File: src/rtl/tcb_vip_pkg.sv
// Shared types for the TCB verification IP: check identifiers, frame tracker
// states and the priority encoder that picks the reported check.
package tcb_vip_pkg;

    localparam int TCB_CHK_NUM = 8;

    typedef enum logic [2:0] {
        CHK_RST_VLD  = 3'd0,
        CHK_STL_CHG  = 3'd1,
        CHK_STL_DROP = 3'd2,
        CHK_TMO      = 3'd3,
        CHK_ALN      = 3'd4,
        CHK_SIZ      = 3'd5,
        CHK_LCK      = 3'd6,
        CHK_STS      = 3'd7
    } tcb_chk_e;

    typedef enum logic {
        FRM_IDLE   = 1'b0,
        FRM_LOCKED = 1'b1
    } tcb_frm_e;

    // Lowest-index check that fired; CHK_RST_VLD when nothing fired.
    function automatic tcb_chk_e tcb_chk_first(input logic [TCB_CHK_NUM-1:0] fire);
        tcb_chk_e id;
        id = CHK_RST_VLD;
        for (int i = TCB_CHK_NUM - 1; i >= 0; i--) begin
            if (fire[i]) id = tcb_chk_e'(3'(i));
        end
        return id;
    endfunction

endpackage

File: src/rtl/tcb_vip_rsp_pipe.sv
// Response delay line: due goes high DLY cycles after a transfer,
// or in the transfer cycle itself when DLY is zero.
module tcb_vip_rsp_pipe #(
    parameter int DLY = 1
) (
    input  logic clk,
    input  logic rst,
    input  logic trn,
    output logic due
);

    generate
        if (DLY == 0) begin : g_comb
            assign due = trn;
        end else begin : g_pipe
            logic [DLY:1] tap;

            always_ff @(posedge clk) begin
                if (rst) begin
                    tap <= '0;
                end else begin
                    tap[1] <= trn;
                    for (int i = 2; i <= DLY; i++) begin
                        tap[i] <= tap[i-1];
                    end
                end
            end

            assign due = tap[DLY];
        end
    endgenerate

endmodule

File: src/rtl/tcb_vip_protocol_monitor.sv
// Passive TCB protocol monitor: evaluates eight bus rules every cycle and keeps
// sticky flags, saturating counters and a capture of the first violation.
module tcb_vip_protocol_monitor
    import tcb_vip_pkg::*;
#(
    parameter int ADR     = 32,
    parameter int DAT     = 32,
    parameter int BYT     = DAT / 8,
    parameter int DLY     = 1,
    parameter int TMO     = 64,
    parameter int LCK_MAX = 16,
    parameter int CNT     = 16,
    parameter int SZW     = $clog2(BYT) + 1
) (
    input  logic                   clk,
    input  logic                   rst,
    input  logic                   vld,
    input  logic                   rdy,
    input  logic                   lck,
    input  logic                   wen,
    input  logic [ADR-1:0]         adr,
    input  logic [SZW-1:0]         siz,
    input  logic [DAT-1:0]         wdt,
    input  logic                   sts,
    input  logic                   clr,
    input  logic [TCB_CHK_NUM-1:0] chk_ena,
    output logic [TCB_CHK_NUM-1:0] err,
    output logic                   err_any,
    output logic [CNT-1:0]         err_cnt,
    output logic [CNT-1:0]         trn_cnt,
    output logic                   fst_vld,
    output logic [2:0]             fst_id,
    output logic [CNT-1:0]         fst_trn
);

    localparam int SIZ_MAX = $clog2(BYT);
    localparam int TMW     = (TMO > 0) ? $clog2(TMO + 1) : 1;
    localparam int PLW     = 2 + ADR + SZW + DAT;

    function automatic logic [CNT-1:0] sat_inc(input logic [CNT-1:0] v);
        return (&v) ? v : v + 1'b1;
    endfunction

    logic trn;
    logic stl;
    assign trn = vld & rdy;
    assign stl = vld & ~rdy;

    // Handshake history: previous-cycle stall, payload and the post-reset flag.
    logic           pst;
    logic           stl_q;
    logic [PLW-1:0] pld;
    logic [PLW-1:0] pld_q;
    assign pld = {lck, wen, adr, siz, wdt};

    always_ff @(posedge clk) begin
        pst <= rst;
        if (rst) stl_q <= 1'b0;
        else     stl_q <= stl;
    end

    // NOTE: the payload copy needs no reset; it is only looked at when stl_q is set.
    always_ff @(posedge clk) begin
        pld_q <= pld;
    end

    logic [TMW-1:0] stl_cnt;

    always_ff @(posedge clk) begin
        if (rst || !stl) begin
            stl_cnt <= '0;
        end else if (stl_cnt != TMW'(TMO)) begin
            stl_cnt <= stl_cnt + 1'b1;
        end
    end

    tcb_frm_e       frm_state;
    tcb_frm_e       frm_nxt;
    logic           frm_start;
    logic           lck_fire;
    logic           frm_wen;
    logic [CNT-1:0] frm_cnt;

    always_ff @(posedge clk) begin
        if (rst) begin
            frm_state <= FRM_IDLE;
            frm_wen   <= 1'b0;
            frm_cnt   <= '0;
        end else begin
            frm_state <= frm_nxt;
            if (frm_start) begin
                frm_wen <= wen;
                frm_cnt <= CNT'(1);
            end else if (frm_state == FRM_LOCKED && trn) begin
                frm_cnt <= sat_inc(frm_cnt);
            end
        end
    end

    // NOTE: every always_comb output gets a default first so no latch is inferred.
    always_comb begin
        frm_nxt   = frm_state;
        frm_start = 1'b0;
        lck_fire  = 1'b0;
        case (frm_state)
            FRM_IDLE: begin
                if (trn && lck) begin
                    frm_nxt   = FRM_LOCKED;
                    frm_start = 1'b1;
                end
            end
            FRM_LOCKED: begin
                if (trn) begin
                    if ((LCK_MAX != 0 && frm_cnt >= CNT'(LCK_MAX)) || wen != frm_wen) begin
                        lck_fire = 1'b1;
                    end
                    if (!lck) frm_nxt = FRM_IDLE;
                end
            end
            default: frm_nxt = FRM_IDLE;
        endcase
    end

    logic due;

    tcb_vip_rsp_pipe #(
        .DLY (DLY)
    ) u_rsp_pipe (
        .clk (clk),
        .rst (rst),
        .trn (trn),
        .due (due)
    );

    logic [ADR-1:0]         adr_mask;
    logic                   tmo_hit;
    logic [TCB_CHK_NUM-1:0] fire_raw;
    logic [TCB_CHK_NUM-1:0] fire;
    logic                   fire_any;

    assign adr_mask = ~({ADR{1'b1}} << siz);
    assign tmo_hit  = (TMO > 0) && stl && (stl_cnt == TMW'(TMO - 1));

    // Only the reset-valid rule is live while rst is high.
    always_comb begin
        fire_raw               = '0;
        fire_raw[CHK_RST_VLD]  = vld & (rst | pst);
        fire_raw[CHK_STL_CHG]  = ~rst & stl_q & (pld != pld_q);
        fire_raw[CHK_STL_DROP] = ~rst & stl_q & ~vld;
        fire_raw[CHK_TMO]      = ~rst & tmo_hit;
        fire_raw[CHK_ALN]      = ~rst & trn & (|(adr & adr_mask));
        fire_raw[CHK_SIZ]      = ~rst & trn & (siz > SZW'(SIZ_MAX));
        fire_raw[CHK_LCK]      = ~rst & lck_fire;
        fire_raw[CHK_STS]      = ~rst & sts & due;
    end

    assign fire     = fire_raw & chk_ena;
    assign fire_any = |fire;

    // Reset and clr both start from a clean slate; a same-cycle error still lands.
    logic                   wipe;
    logic [TCB_CHK_NUM-1:0] err_base;
    logic [CNT-1:0]         err_cnt_base;
    logic [CNT-1:0]         trn_cnt_base;
    logic                   fst_vld_base;

    assign wipe         = rst | clr;
    assign err_base     = wipe ? '0 : err;
    assign err_cnt_base = wipe ? '0 : err_cnt;
    assign trn_cnt_base = wipe ? '0 : trn_cnt;
    assign fst_vld_base = wipe ? 1'b0 : fst_vld;

    always_ff @(posedge clk) begin
        err     <= err_base | fire;
        err_cnt <= fire_any ? sat_inc(err_cnt_base) : err_cnt_base;
        trn_cnt <= (trn && !rst) ? sat_inc(trn_cnt_base) : trn_cnt_base;
        if (fire_any && !fst_vld_base) begin
            fst_vld <= 1'b1;
            fst_id  <= tcb_chk_first(fire);
            fst_trn <= trn_cnt_base;
        end else if (wipe) begin
            fst_vld <= 1'b0;
            fst_id  <= '0;
            fst_trn <= '0;
        end
    end

    assign err_any = |err;

endmodule

File: config.mk
export PLATFORM = sky130hd
export DESIGN_NAME = tcb_vip_protocol_monitor
export DESIGN_NICKNAME = d
export VERILOG_FILES = /design/src/rtl/tcb_vip_pkg.sv /design/src/rtl/tcb_vip_rsp_pipe.sv /design/src/rtl/tcb_vip_protocol_monitor.sv
export SDC_FILE = /design/constraint.sdc
export NUM_CORES = 1
export LEC_CHECK = 0
export CAP_MARGIN = 20
export CORE_ASPECT_RATIO = 1.25
export CORE_MARGIN = 2
export CORE_UTILIZATION = 45
export CTS_CLUSTER_DIAMETER = 150
export CTS_CLUSTER_SIZE = 16
export DETAILED_ROUTE_END_ITERATION = 8
export GPL_TIMING_DRIVEN = 0
export HOLD_SLACK_MARGIN = 0.08
export PLACE_DENSITY = 0.78
export SYNTH_ARGS = -nofsm -noshare
export SYNTH_HDL_FRONTEND = slang
export SYNTH_SLANG_ARGS = --single-unit
File: constraint.sdc
create_clock -name clk -period 3.7 [get_ports clk]
set_input_delay 0.74 -clock clk [delete_from_list [all_inputs] [get_ports clk]]
set_output_delay 0.74 -clock clk [all_outputs]
set_load 0.005 [all_outputs]
; Yosys cells after proc, flatten, opt, wreduce, memory -nomap -nowiden
; Cells that the tools add are included.
[word_totals]
input_bits = 83
reg_bits = 157
[op_classes]
bitwise_logic = 24
shift = 1
muxes = 31
addsub = 4
n_lt_le_gt_ge = 2
eq_ne = 5
reduce_logical = 21
[op_table]
columns = cell, count
row1 = two-way mux 16 bit, 8
row2 = != test 69 bit, 1
row3 = adder 16 x 1 -> 16 bit (second input constant), 3
row4 = AND reduction 16 bit, 3
row5 = AND 32 bit, 1
row6 = inverter 32 bit, 1
row7 = OR reduction 32 bit, 1
row8 = << shifter 32 x 3 -> 32 bit (first input constant), 1
row9 = two-way mux 3 bit, 10
row10 = >= comparator 16 x 5 -> 1 bit (second input constant), 1
row11 = OR reduction 8 bit, 2
row12 = AND 1 bit, 13
row13 = two-way mux 1 bit, 11
row14 = AND 8 bit, 1
row15 = two-way mux 8 bit, 1
row16 = OR 8 bit, 1
row17 = adder 7 x 1 -> 7 bit (second input constant), 1
row18 = == test 7 x 6 -> 1 bit (second input constant), 1
row19 = != test 7 bit (second input constant), 1
row20 = logical AND 1 bit, 5
row21 = inverter 1 bit, 5
row22 = AND reduction 2 bit, 2
row23 = nonzero test 2 bit, 2
row24 = greater-than comparator 3 x 2 -> 1 bit (second input constant), 1
row25 = other kinds (7), 11

; Longest topological paths before layout
; Gate-level depths: netlist of the first run.
[depth]
ltp_word = 16
mapped_depth = 15

; Cells and area by module
; From an unflattened synthesis of the first run, not the netlist that was laid out.
[unflattened]
hier_cells = 587
hier_area_um2 = 6164.7
[modules_own_cells]
columns = mod, n_inst, area_each_um2, cells_each, seq_area_each_um2
row1 = tcb_vip_protocol_monitor, 1, 6130.9, 585, 3313.2
row2 = tcb_vip_rsp_pipe, 1, 33.8, 2, 20.0

; Worst setup path after synthesis of the first run
; Ideal clock, no wire load.
[synth_path]
kind = input-to-reg
from = in rst
to = reg fst_id[0], enable pin
setup_slack_ns = -0.219
path_buffers = 3
required_time_ns = 3.279
arrival_time_ns = 3.497
path_stages = 9
setup_time_ns = 0.421
cell_sequence = or3b_4 clkinv_4 nand4b_4 and3_4 and3_4 buf_6 buf_2 buf_2 o21ai_0
[synth_via]
elab_chain_cells = 7
elab_cells_between_ends = 20
[synth_rtl]
columns = item, line_no
row1 = from (decl), tcb_vip_protocol_monitor.sv:16  ; input logic rst,
row2 = inverter 1 bit, -
row3 = "AND 1 bit, on equally long branches (2 in a row)", -
row4 = AND 8 bit, tcb_vip_protocol_monitor.sv:157  ; assign fire = fire_raw & chk_ena;
row5 = OR reduction 8 bit, tcb_vip_protocol_monitor.sv:158  ; assign fire_any = |fire;
row6 = logical AND 1 bit, tcb_vip_protocol_monitor.sv:177  ; if (fire_any && !fst_vld_base) begin
row7 = nonzero test 2 bit (no line) (*), -
row8 = to (signal assigned), tcb_vip_protocol_monitor.sv:179  ; fst_id <= tcb_chk_first(fire);
row9 = to (decl), tcb_vip_protocol_monitor.sv:32  ; output logic [2:0] fst_id,
; Mark *: on every way between the ends. The rest lies on a longest branch, timed or not.
; A chain may end at the register's enable or synchronous reset.

; Final worst setup path of the first run
[layout_path]
from = in adr[1]
to = reg fst_trn[5], enable pin
[layout_via]
elab_chain_cells = 7
elab_cells_between_ends = 9
[layout_rtl]
columns = item, line_no
row1 = from (decl), tcb_vip_protocol_monitor.sv:21  ; input logic [ADR-1:0] adr,
row2 = AND 32 bit, tcb_vip_protocol_monitor.sv:151  ; fire_raw[CHK_ALN] = ~rst & trn & (|(adr & adr_mask));
row3 = OR reduction 32 bit, tcb_vip_protocol_monitor.sv:151
row4 = AND 1 bit, tcb_vip_protocol_monitor.sv:151
row5 = AND 8 bit (*), tcb_vip_protocol_monitor.sv:157
row6 = OR reduction 8 bit (*), tcb_vip_protocol_monitor.sv:158
row7 = logical AND 1 bit (*), tcb_vip_protocol_monitor.sv:177
row8 = nonzero test 2 bit (no line) (*), -
row9 = to (signal assigned), tcb_vip_protocol_monitor.sv:180  ; fst_trn <= trn_cnt_base;
row10 = to (decl), tcb_vip_protocol_monitor.sv:33  ; output logic [CNT-1:0] fst_trn
; Marked as above.

==> results of run 1 <==
==> metrics by stage <==
step / std cells / area, µm²
floorplan: 592 / 6180
global placement: 906 / 7830
detailed placement: 906 / 7830
CTS: 938 / 8420
global route: 938 / 8440
finish: 938 / 8440
==> synth_stat cells, drive strengths merged (3+ instances only) <==
cell,instances
nand4,29
nor4,14
nand2,45
nand4b,4
nor2b,3
and4,4
buf,8
dfxtp,138
clkbuf,11
nand3,26
xnor2,76
edfxtp,19
mux2i,5
nor2,36
nor4b,15
inv,9
a21o,5
and2,8
xor2,25
o211ai,4
a21oi,20
and3,15
or3,11
ha,6
o21ai,12
o31ai,7
or4,8
nor3,8
==> sequential cells by signal (all words and copies together), names as in the netlist, named ones only <==
register and flops:
err 8, err_cnt 16, frm_cnt 16, frm_wen 1, fst_id 3, fst_trn 16
fst_vld 1, pld_q 69, pst 1, stl_cnt 7, stl_q 1, trn_cnt 16
u_rsp_pipe.due 1
==> worst register-to-register path: stages (launching register included) <==
cell and delay [ns]:
dfxtp_1 0.30, xnor2_1 0.16, nand4_1 0.13, nor4_1 0.50, nand3_1 0.26, o211ai_2 0.32
and3_4 0.26, buf_6 0.13, buf_2 0.22, clkbuf_4 0.27, o21ai_4 0.10, buf_12 0.20
==> cell type report <==
class	instances	area, µm²
clock buffer	20	458
timing repair buffer	144	1450
multi-input combinational	406	2750
buffer	18	90.1
inverter	10	42.5
sequential	157	3330
fill	1033	4900
clock inverter	12	110
tap	171	214
==> final timing paths <==
| kind | slack (ns) | endpoint |
|---|---|---|
| worst min register to register | 0.47 | err[6] |
| worst min-delay path | 0.47 | err[6] |
| worst max-delay path | 0.06 | fst_trn[5] |
| worst max register to register | 0.60 | fst_trn[5] |
==> routing by layer <==
layer / up-vias / part of all wire, % / track usage, %
met1: 2380 / 40 / 23.4
li1: 2429 / - / -
met3: 23 / 5.1 / 4.78
met4: 0 / 2.0 / 7.34
met2: 149 / 53 / 37.5
met5: - / 0 / 0
==> logic make-up (layout without fill, tap and decap cells) <==
group	Yosys count	in the layout	synth area share [%]
adder cells (fa/ha/maj)	6	6	1.21
buffers and inverters	29	204	2.08
multiplexers	7	7	1.17
XOR/XNOR	101	101	14.3
AO/OA/AOI/OAI	57	57	5.79
AND/OR/NAND/NOR	235	235	21.5
flip-flops	157	157	53.9
==> repair_timing <==
| action | CTS | global route |
|---|---|---|
| setup buffers | 0 | 1 |
| gates resized for setup | 3 | 6 |
| endpoints found under the setup margin | 26 | 26 |
| pin swaps | 0 | 1 |
==> power by group <==
group          internal (mW)  switching [mW]  total, mW  leakage (nW)
Sequential              1.79          0.0318       1.82          1.36
Combinational          0.194           0.139      0.333          1.47
Clock                  0.970           0.688       1.66         0.277
Total                   2.95           0.859       3.81          3.11
==> summary.md, run 1 <==
| Metric | Value |
|---|---|
| Total design power | about 3.8 mW |
| Most frequent cells in the layout | clkdlybuf4s50_1, dfxtp_1, xnor2_1, nand2_1, nor2_1 |
| Pre-CTS setup slack | -0.715 ns |
| Area Growth Syn to Fin | 36.5% |
| Leakage | between 3 and 4 nW |
| Critical R2R Launch | pld_q[0] |
| Bufs and invs on worst path | 5 |
| Post-synth top area share | 44.7% |
| Crit-path leading delay family | buffers and inverters |
| Critical Path Fanout Max | 18 |
| Total track usage | slightly above 20% |
| Worst slack on hold paths | around 0.47 ns |
| Crit. path cell count | 12 |
| H-tree depth | 4 |
| Final worst slack | 0.0579 ns |
| Setup crit start kind | input pin |
| Max-cap violation count | 0 |
| GR Overflow Total | 0 |
| Worst Path Required | ~3.9 ns |
| Die height | about 140 µm |
| Reg clk slew, reported paths | 0.06 ns |
| Most used DFF post-synth | dfxtp_1 |
| HP Class | reg -> reg |
| Warning count from the yosys run | 0 |
| Drt pass-1 iters | 5 |
| Final nets | around 840 |
| Hold-fix buffers, CTS | 0 |
| Post-Syn Area per Cell | about 10 µm² |
| Slew @ Worst Pin | 0.640 ns |
| Layout cell share with drive strength beyond 1 | under 10% |
| Initial antenna violation count | 0 |
| CTS tree | yes |
| Cell Rows | 47 |
| Setup CP Type | in -> reg |
| Initial DRC Count | 215 |
| Leading post-synthesis cells by cell area | dfxtp_1, xnor2_1, edfxtp_1 |
| Antenna-violating nets left | 0 |
| Top Ports | ~140 |
| Core ar. | 13300 µm² |
| Status | completed |
| Synthesis-stage register bit count | 157 |
| TritonCTS buffer count | 17 |
| Worst r2r path cells | 11 |
| Final setup vio count | 0 |
| Largest net degree at the start of global routing | 20 |
| Worst-path cell chain | clkdlybuf4s50_1 > xnor2_1 > nand4_1 > nor4_1 > nand3_1 > o211ai_2 > and3_4 > buf_6 > buf_2 > clkbuf_4 > o21ai_4 > buf_12 |
| Total Wirelength | around 15000 µm |
| Placed wire-length estimate | approximately 11000 µm |
| DRC violation count after routing | 0 |
| Mapped Nets | 681 |
| Unrepaired setup endpoints after global routing | no |
| Slowest Stage Delay on Critical Path | about 0.54 ns |
| DIE AREA | ~15000 µm² |
| First-pass GRT wire length | 23500 µm |
| Max Buffers Root-to-Sink | 2 |
| Synth async-reset ratio | 0% |
| Root buf cell | clkbuf_16 |
| FMAX | ~0.27 GHz |
| Cell taking the most area after synthesis | dfxtp_1 |
| Post-Syn Area | 6180 µm² |
| Antenna diodes | 0 |
| Starting Density | a little under half |
| CP max-delay cell | clkdlybuf4s50_1 |
| Power Density | around 450 nW/µm² |
| Hold path depth | 2 |
| Total Neg Setup Slack | 0 ns |
| Seq/Total Area, Yosys | between 50% and 60% |
| Crit path from | adr[1] |
| Min-Delay Startpoint | err[6] |
| Gpl congestion | ~0.90 |
| Final Slew Violations | 0 |
| Netlist cell types | between 40 and 50 |
| Clk sinks | ~160 |
| Vias in the first global route | ~5000 |
| Vias per cell | around 5.3 |
| CP Capture Type | flip-flop |
| Synth Instances | 592 |
| Final hold viol count | 0 |
| Die Span X | 109 µm |
| Tcrit/Tclk final | 98.4% |
| Arrival time worst endpoint | 3.81 ns |
| Max-slew headroom | a little under three fifths |
| Final Core Density | 63.3% |
| Number of port buffers | about 140 |
| WL/cell | about 16 µm |
| Clk_lat worst skew | between 0.4 and 0.5 ns |
| DR vias | 4981 |
| Post-synth EDFFs | 19 |
| Max IR drop VDD | ~0.00034 V |
| Commonest non-fill, non-tap cell in the layout | clkdlybuf4s50_1 |
| Final Skew | between 0.01 and 0.015 ns |
| Final min period | between 3 and 4 ns |
Note: power is estimated with default switching activity, not from simulation.
==> run 2, diff against run 1 <==
Settings changed: CORE_ASPECT_RATIO 1.25 to 1.1.
==> run 2 against run 1 <==
Compared with the run above:
- utilization increased by 0.62 points
- cell area increased by 0.79%
- non-clock buffer count is 4 higher
- count of clock-buffer cells in the layout grew 2
- largest cell class unchanged
- combinational power is 2% higher
- largest power group unchanged
==> summary.md, run 2 (synthesis gave the netlist of run 1 again) <==
| Metric | Value |
|---|---|
| Final Slew Violations | 0 (unchanged) |
| Tcrit/Tclk final | 95.8% (was 98.4%) |
| Part of the power in registers | 47.4% (was 47.7%) |
| Crit-path leading delay family | buffers and inverters (unchanged) |
| Final Core Density | 63.9% (was 63.3%) |
| Bufs and invs on worst path | 6 (was 5) |
| Critical Path Fanout Max | 10 (was 18) |
| Starting Density | 46.4% (was 46.3%) |
| DIE AREA | 14700 µm² (about the same) |
| Final nets | 847 (was 843) |
| Most frequent cells in the layout | clkdlybuf4s50_1, dfxtp_1, xnor2_1, nand2_1, nor2_1 (unchanged) |
| TritonCTS buffer count | 17 (unchanged) |
| Antenna diodes | 0 (unchanged) |
| Switch share | 22.0% (was 22.5%) |
| Vias per cell | 5.26 (was 5.31) |
| Arrival time worst endpoint | 3.83 ns (was 3.81 ns) |
| CP Capture Type | flip-flop (unchanged) |
| GR Overflow Total | 0 (unchanged) |
| Setup CP Type | in -> reg (unchanged) |
| Max-cap violation count | 0 (unchanged) |
| Commonest non-fill, non-tap cell in the layout | clkdlybuf4s50_1 (unchanged) |
| Layout cell share with drive strength beyond 1 | 7.39% (was 7.04%) |
| Final hold viol count | 0 (unchanged) |
| Slew @ Worst Pin | 0.592 ns (was 0.640 ns) |
| Largest net degree at the start of global routing | 20 (unchanged) |
| Worst-path cell chain | clkdlybuf4s50_1 > buf_2 > nor2_2 > buf_2 > buf_2 > nand2_1 > inv_1 > ha_1 > nand3_1 > o31a_1 > buf_4 > nor2b_1 > nand4_1 > xor2_1 > nor2_1 (was clkdlybuf4s50_1 > xnor2_1 > nand4_1 > nor4_1 > nand3_1 > o211ai_2 > and3_4 > buf_6 > buf_2 > clkbuf_4 > o21ai_4 > buf_12) |
| Clock Power Share | 43.8% (was 43.5%) |
| Root buf cell | clkbuf_16 (unchanged) |
| Die Span X | 116 µm (was 109 µm) |
| Max Buffers Root-to-Sink | 2 (unchanged) |
| Final Skew | 0.00730 ns (was 0.0102 ns) |
| DRC violation count after routing | 0 (unchanged) |
| HP Class | reg -> reg (unchanged) |
| Cell Rows | 44 (was 47) |
| CTS tree | yes (unchanged) |
| Setup crit start kind | input pin (unchanged) |
| Logic gate share of total power | 8.8% (was 8.7%) |
| H-tree depth | 4 (unchanged) |
| Max IR drop VDD | 0.000287 V (was 0.000344 V) |
| Psw | 844 µW (was 859 µW) |
| Top reg by flops | pld_q (unchanged) |
| Vias in the first global route | 4927 (was 4997) |
| CP max-delay cell | clkdlybuf4s50_1 (unchanged) |
| Placed wire-length estimate | 11500 µm (was 11300 µm) |
| Clk sinks | 157 (unchanged) |
| Leakage | 3.12 nW (was 3.11 nW) |
| Slowest Stage Delay on Critical Path | 0.53 ns (was 0.54 ns) |
| Status | completed (unchanged) |
| Number of port buffers | 143 (unchanged) |
| DR vias | 5021 (was 4981) |
| WL/cell | 15.9 µm (was 15.7 µm) |
| Clk_lat worst skew | 0.42 ns (about the same) |
| Initial DRC Count | 345 (was 215) |
| First-pass GRT wire length | 24100 µm (was 23500 µm) |
| Top Ports | 144 (unchanged) |
| Core ar. | 13300 µm² (about the same) |
| Worst Path Required | 3.99 ns (was 3.87 ns) |
| Reg clk slew, reported paths | 0.05 ns (was 0.06 ns) |
| Die height | 127 µm (was 135 µm) |
| Initial antenna violation count | 0 (unchanged) |
| Area Growth Syn to Fin | 37.6% (was 36.5%) |
| Max-slew headroom | 60.5% (was 57.3%) |
| Drt pass-1 iters | 5 (unchanged) |
| Antenna-violating nets left | 0 (unchanged) |
| Total track usage | 21.1% (was 20.7%) |
| Crit-path most repeated cell | buf_2 |
| Power Density | 451 nW/µm² (about the same) |
| Worst slack on hold paths | 0.465 ns (about the same) |
| Gpl congestion | 0.881 (was 0.903) |
| Cell-internal power | 2.99 mW (was 2.95 mW) |
| Final setup vio count | 0 (unchanged) |
| Max reg flops | 69 (unchanged) |
| FMAX | 0.282 GHz (was 0.275 GHz) |
| Total Wirelength | 15200 µm (was 14700 µm) |
| Final min period | 3.54 ns (was 3.64 ns) |
## run 2: power by group through the flow
stage	clock [mW]	sequential [mW]	combinational, mW
2_1_floorplan	0	1.85	0.140
3_3_place_gp	0	1.85	0.317
3_5_place_dp	0	1.86	0.330
4_1_cts	1.70	1.82	0.334
5_1_grt	1.79	1.82	0.366
6_report	1.68	1.82	0.339
## run 2: worst paths after layout
check                                from         end  depth (start not counted)  slack (ns)
worst min-delay path               err[2]      err[2]                          2        0.46
worst max-delay path                  rst  trn_cnt[8]                         15        0.16
worst min register to register     err[2]      err[2]                          2        0.46
worst max register to register  pld_q[31]  fst_trn[2]                         11        0.74
## run 2: metrics by stage
| step | cells | setup slack, ns | instance area (µm²) | power [mW] | TNS (ns) |
|---|---|---|---|---|---|
| final | 955 | 0.156 | 8510 | 3.84 | 0 |
| after global routing | 955 | -0.00460 | 8510 | 3.98 | -0.00460 |
| after CTS | 951 | 0.000472 | 8430 | 3.85 | 0 |
| after detailed placement | 919 | -0.761 | 7850 | 2.19 | -22.63 |
| after global placement | 919 | -1.05 | 7850 | 2.17 | -28.99 |
| after floorplan | 592 | 0.299 | 6180 | 1.99 | 0 |
## run 2: metal layers
layer	wire [µm]	track usage (%)	vias to the layer above	share of wire, %
li1	-	-	2453	-
met1	6150	25.0	2347	40
met2	7760	36.6	185	51
met3	922	4.73	36	6.1
met4	374	8.82	0	2.5
met5	0	0	-	0
## run 2: timing repair
item | 4_1_cts | 5_1_grt
pin swaps | 0 | 3
endpoints found under the setup margin | 26 | 38
buffers inserted | 0 | 5
resized for setup | 3 | 6
hold buffers | 0 | 0
## run 2: worst min-delay path: stages, from the launching register on
cell	delay, ns
dfxtp_1	0.32
nand2_1	0.06
nand2_1	0.04
## run 2: area by class of cell
cell class	instances	area, µm²
multi-input combinational	406	2770
buffer	18	86.3
clock buffer	22	454
fill	1086	4810
sequential	157	3330
clock inverter	10	116
tap	184	230
inverter	10	42.5
timing repair buffer	148	1480
==> run 3, diff against run 2 <==
Settings changed: ABC_CLOCK_PERIOD_IN_PS set to 3700, CORE_UTILIZATION 45 to 47, CTS_BUF_LIST set to sky130_fd_sc_hd__clkbuf_4 sky130_fd_sc_hd__clkbuf_8, PLACE_DENSITY 0.78 to 0.81.
==> run 3 against run 2 <==
Compared with the run above:
- global-route usage rose by 0.26 points
- combinational power fell by 1%
- highest routed layer unchanged
- largest power group unchanged
- sequential power barely moved
- sequential share of layout area rose by 1.1 points
- setup slack improved by 0.0049 ns
- via count fell by 0.44%
- register-to-register slack got worse by 0.14 ns
- wire length fell by 2.5%
==> summary.md, run 3 (synthesis gave the netlist of run 1 again) <==
| Metric | Value |
|---|---|
| FILL cells | 1036 (was 1086) |
| Final setup vio count | 0 (unchanged) |
| H-tree depth | 4 (unchanged) |
| Setup crit start kind | input pin (unchanged) |
| Max IR drop VDD | 0.000257 V (was 0.000287 V) |
| First-pass GRT wire length | 23900 µm (was 24100 µm) |
| Root buf cell | clkbuf_8 (was clkbuf_16) |
| Vias in the first global route | 4889 (was 4927) |
| DIE AREA | 14100 µm² (was 14700 µm²) |
| Reg clk slew, reported paths | 0.08 ns (was 0.05 ns) |
| CP Capture Type | flip-flop (unchanged) |
| TritonCTS buffer count | 17 (unchanged) |
| R2R Setup Slk | 0.60 ns (was 0.74 ns) |
| Most frequent cells in the layout | clkdlybuf4s50_1, dfxtp_1, xnor2_1, nand2_1, nor2_1 (unchanged) |
| Die height | 124 µm (was 127 µm) |
| Slew @ Worst Pin | 0.627 ns (was 0.592 ns) |
| Max reg flops | 69 (unchanged) |
| Gpl congestion | 0.856 (was 0.881) |
| CTS tree | yes (unchanged) |
| Total Wirelength | 14800 µm (was 15200 µm) |
| Final Skew | 0.0177 ns (was 0.00730 ns) |
| DRC violation count after routing | 0 (unchanged) |
| Worst Path Required | 3.91 ns (was 3.99 ns) |
| Top reg by flops | pld_q (unchanged) |
| GR Overflow Total | 0 (unchanged) |
| Layout cell share with drive strength beyond 1 | 7.56% (was 7.39%) |
| DR vias | 4999 (was 5021) |
| Placed wire-length estimate | 11400 µm (was 11500 µm) |
| Final Slew Violations | 0 (unchanged) |
| Initial antenna violation count | 0 (unchanged) |
| Setup CP Type | in -> reg (unchanged) |
| Initial DRC Count | 322 (was 345) |
| Area Growth Syn to Fin | 33.8% (was 37.6%) |
| Total design power | 3.44 mW (was 3.84 mW) |
| Drt pass-1 iters | 5 (unchanged) |
| Arrival time worst endpoint | 3.75 ns (was 3.83 ns) |
| Tcrit/Tclk final | 95.6% (was 95.8%) |
| Power Density | 416 nW/µm² (was 451 nW/µm²) |
| Crit path from | wdt[31] (was rst) |
| Total Neg Setup Slack | 0 ns (unchanged) |
| Status | completed (unchanged) |
| Commonest non-fill, non-tap cell in the layout | clkdlybuf4s50_1 (unchanged) |
| HP Class | reg -> reg (unchanged) |
| Max Buffers Root-to-Sink | 2 (unchanged) |
| Final worst slack | 0.161 ns (was 0.156 ns) |
| Max-slew headroom | 58.2% (was 60.5%) |
| Final min period | 3.54 ns (about the same) |
| Cell Rows | 43 (was 44) |
| WL/cell | 16.1 µm (was 15.9 µm) |
| Total track usage | 21.3% (was 21.1%) |
| Pre-CTS setup slack | -0.696 ns (was -0.761 ns) |
| Worst r2r path cells | 11 (unchanged) |
| FMAX | 0.283 GHz (was 0.282 GHz) |
| Vias per cell | 5.41 (was 5.26) |
| Leakage | 3.04 nW (was 3.12 nW) |
| Starting Density | 48.5% (was 46.4%) |
| Core ar. | 12800 µm² (was 13300 µm²) |
| Critical Path Fanout Max | 18 (was 10) |
| Die Span X | 113 µm (was 116 µm) |
| Worst slack on hold paths | 0.461 ns (was 0.465 ns) |
| Final hold viol count | 0 (unchanged) |
| Max-cap violation count | 0 (unchanged) |
| FF-to-FF End | fst_id[1] (was fst_trn[2]) |
| Number of port buffers | 143 (unchanged) |
| Placed Cells | 892 (was 919) |
| Crit path capture | fst_id[1] (was trn_cnt[8]) |
| Antenna-violating nets left | 0 (unchanged) |
| Final nets | 843 (was 847) |
| Antenna diodes | 0 (unchanged) |
| Top Ports | 144 (unchanged) |
| Largest net degree at the start of global routing | 20 (unchanged) |
| Clk_lat worst skew | 0.45 ns (was 0.42 ns) |
| Final Non-Filler Cells | 924 (was 955) |
| Critical R2R Launch | pld_q[31] (unchanged) |
| Clk sinks | 157 (unchanged) |
==> run 3: power breakdown <==
group / total, mW / internal, mW / switching [mW]
Clock: 1.29 / 0.658 / 0.634
Combinational: 0.334 / 0.194 / 0.141
Sequential: 1.82 / 1.78 / 0.0323
Total: 3.44 / 2.64 / 0.807
==> run 3: area by class of cell <==
class / count / area, µm² / share of cell area, %
Clock inverter: 12 / 134 / 1.62
Buffer: 18 / 87.6 / 1.06
Clock buffer: 20 / 275 / 3.33
Timing Repair Buffer: 144 / 1450 / 17.5
Tap cell: 157 / 196 / 2.37
Multi-Input combinational cell: 406 / 2760 / 33.3
Inverter: 10 / 42.5 / 0.514
Sequential cell: 157 / 3330 / 40.3
==> run 3: worst min-delay path by stage <==
| stage | depth (start not counted) | slack, ns | endpoint | from |
|---|---|---|---|---|
| global route | 2 | 0.49 | err[3] | err[3] |
| detailed placement | 2 | 0.46 | err[2] | err[2] |
| global placement | 2 | 0.45 | err[2] | err[2] |
| floorplan | 2 | 0.44 | flip-flop | flip-flop |
| CTS | 2 | 0.47 | err[2] | err[2] |
| finish | 2 | 0.46 | err[2] | err[2] |
==> run 3: critical path: stages <==
cell and delay (ns):
clkdlybuf4s50_1 0.50, xnor2_1 0.14, nand4_1 0.16, nor4_2 0.42
nand3_1 0.23, o211ai_2 0.30, and3_4 0.26, buf_6 0.14
buf_2 0.23, buf_2 0.31, o21ai_4 0.11, buf_12 0.19
==> run 3: metal layers <==
layer  track usage [%]  vias to the layer above  routed length (µm)
li1                  -                     2434                   -
met1              25.3                     2374                6080
met2              37.1                      163                7610
met3              4.62                       28                 754
met4              9.11                        0                 380
met5                 0                        -                   0
==> run 3: through the flow <==
stage | cell area, µm² | util, %
floorplan | 6180 | -
global placement | 7810 | 61.3
detailed placement | 7820 | 61.3
CTS | 8230 | 64.6
global route | 8280 | 64.9
finish | 8280 | 64.9
==> run 3: what timing repair did <==
action | in CTS | in global routing
endpoints found under the hold margin | 0 | 0
buffers inserted | 0 | 1
setup endpoints to repair | 23 | 33
hold buffers | 0 | 0
gates cloned | 0 | 0
pin swaps | 0 | 2
gates resized for setup | 2 | 8
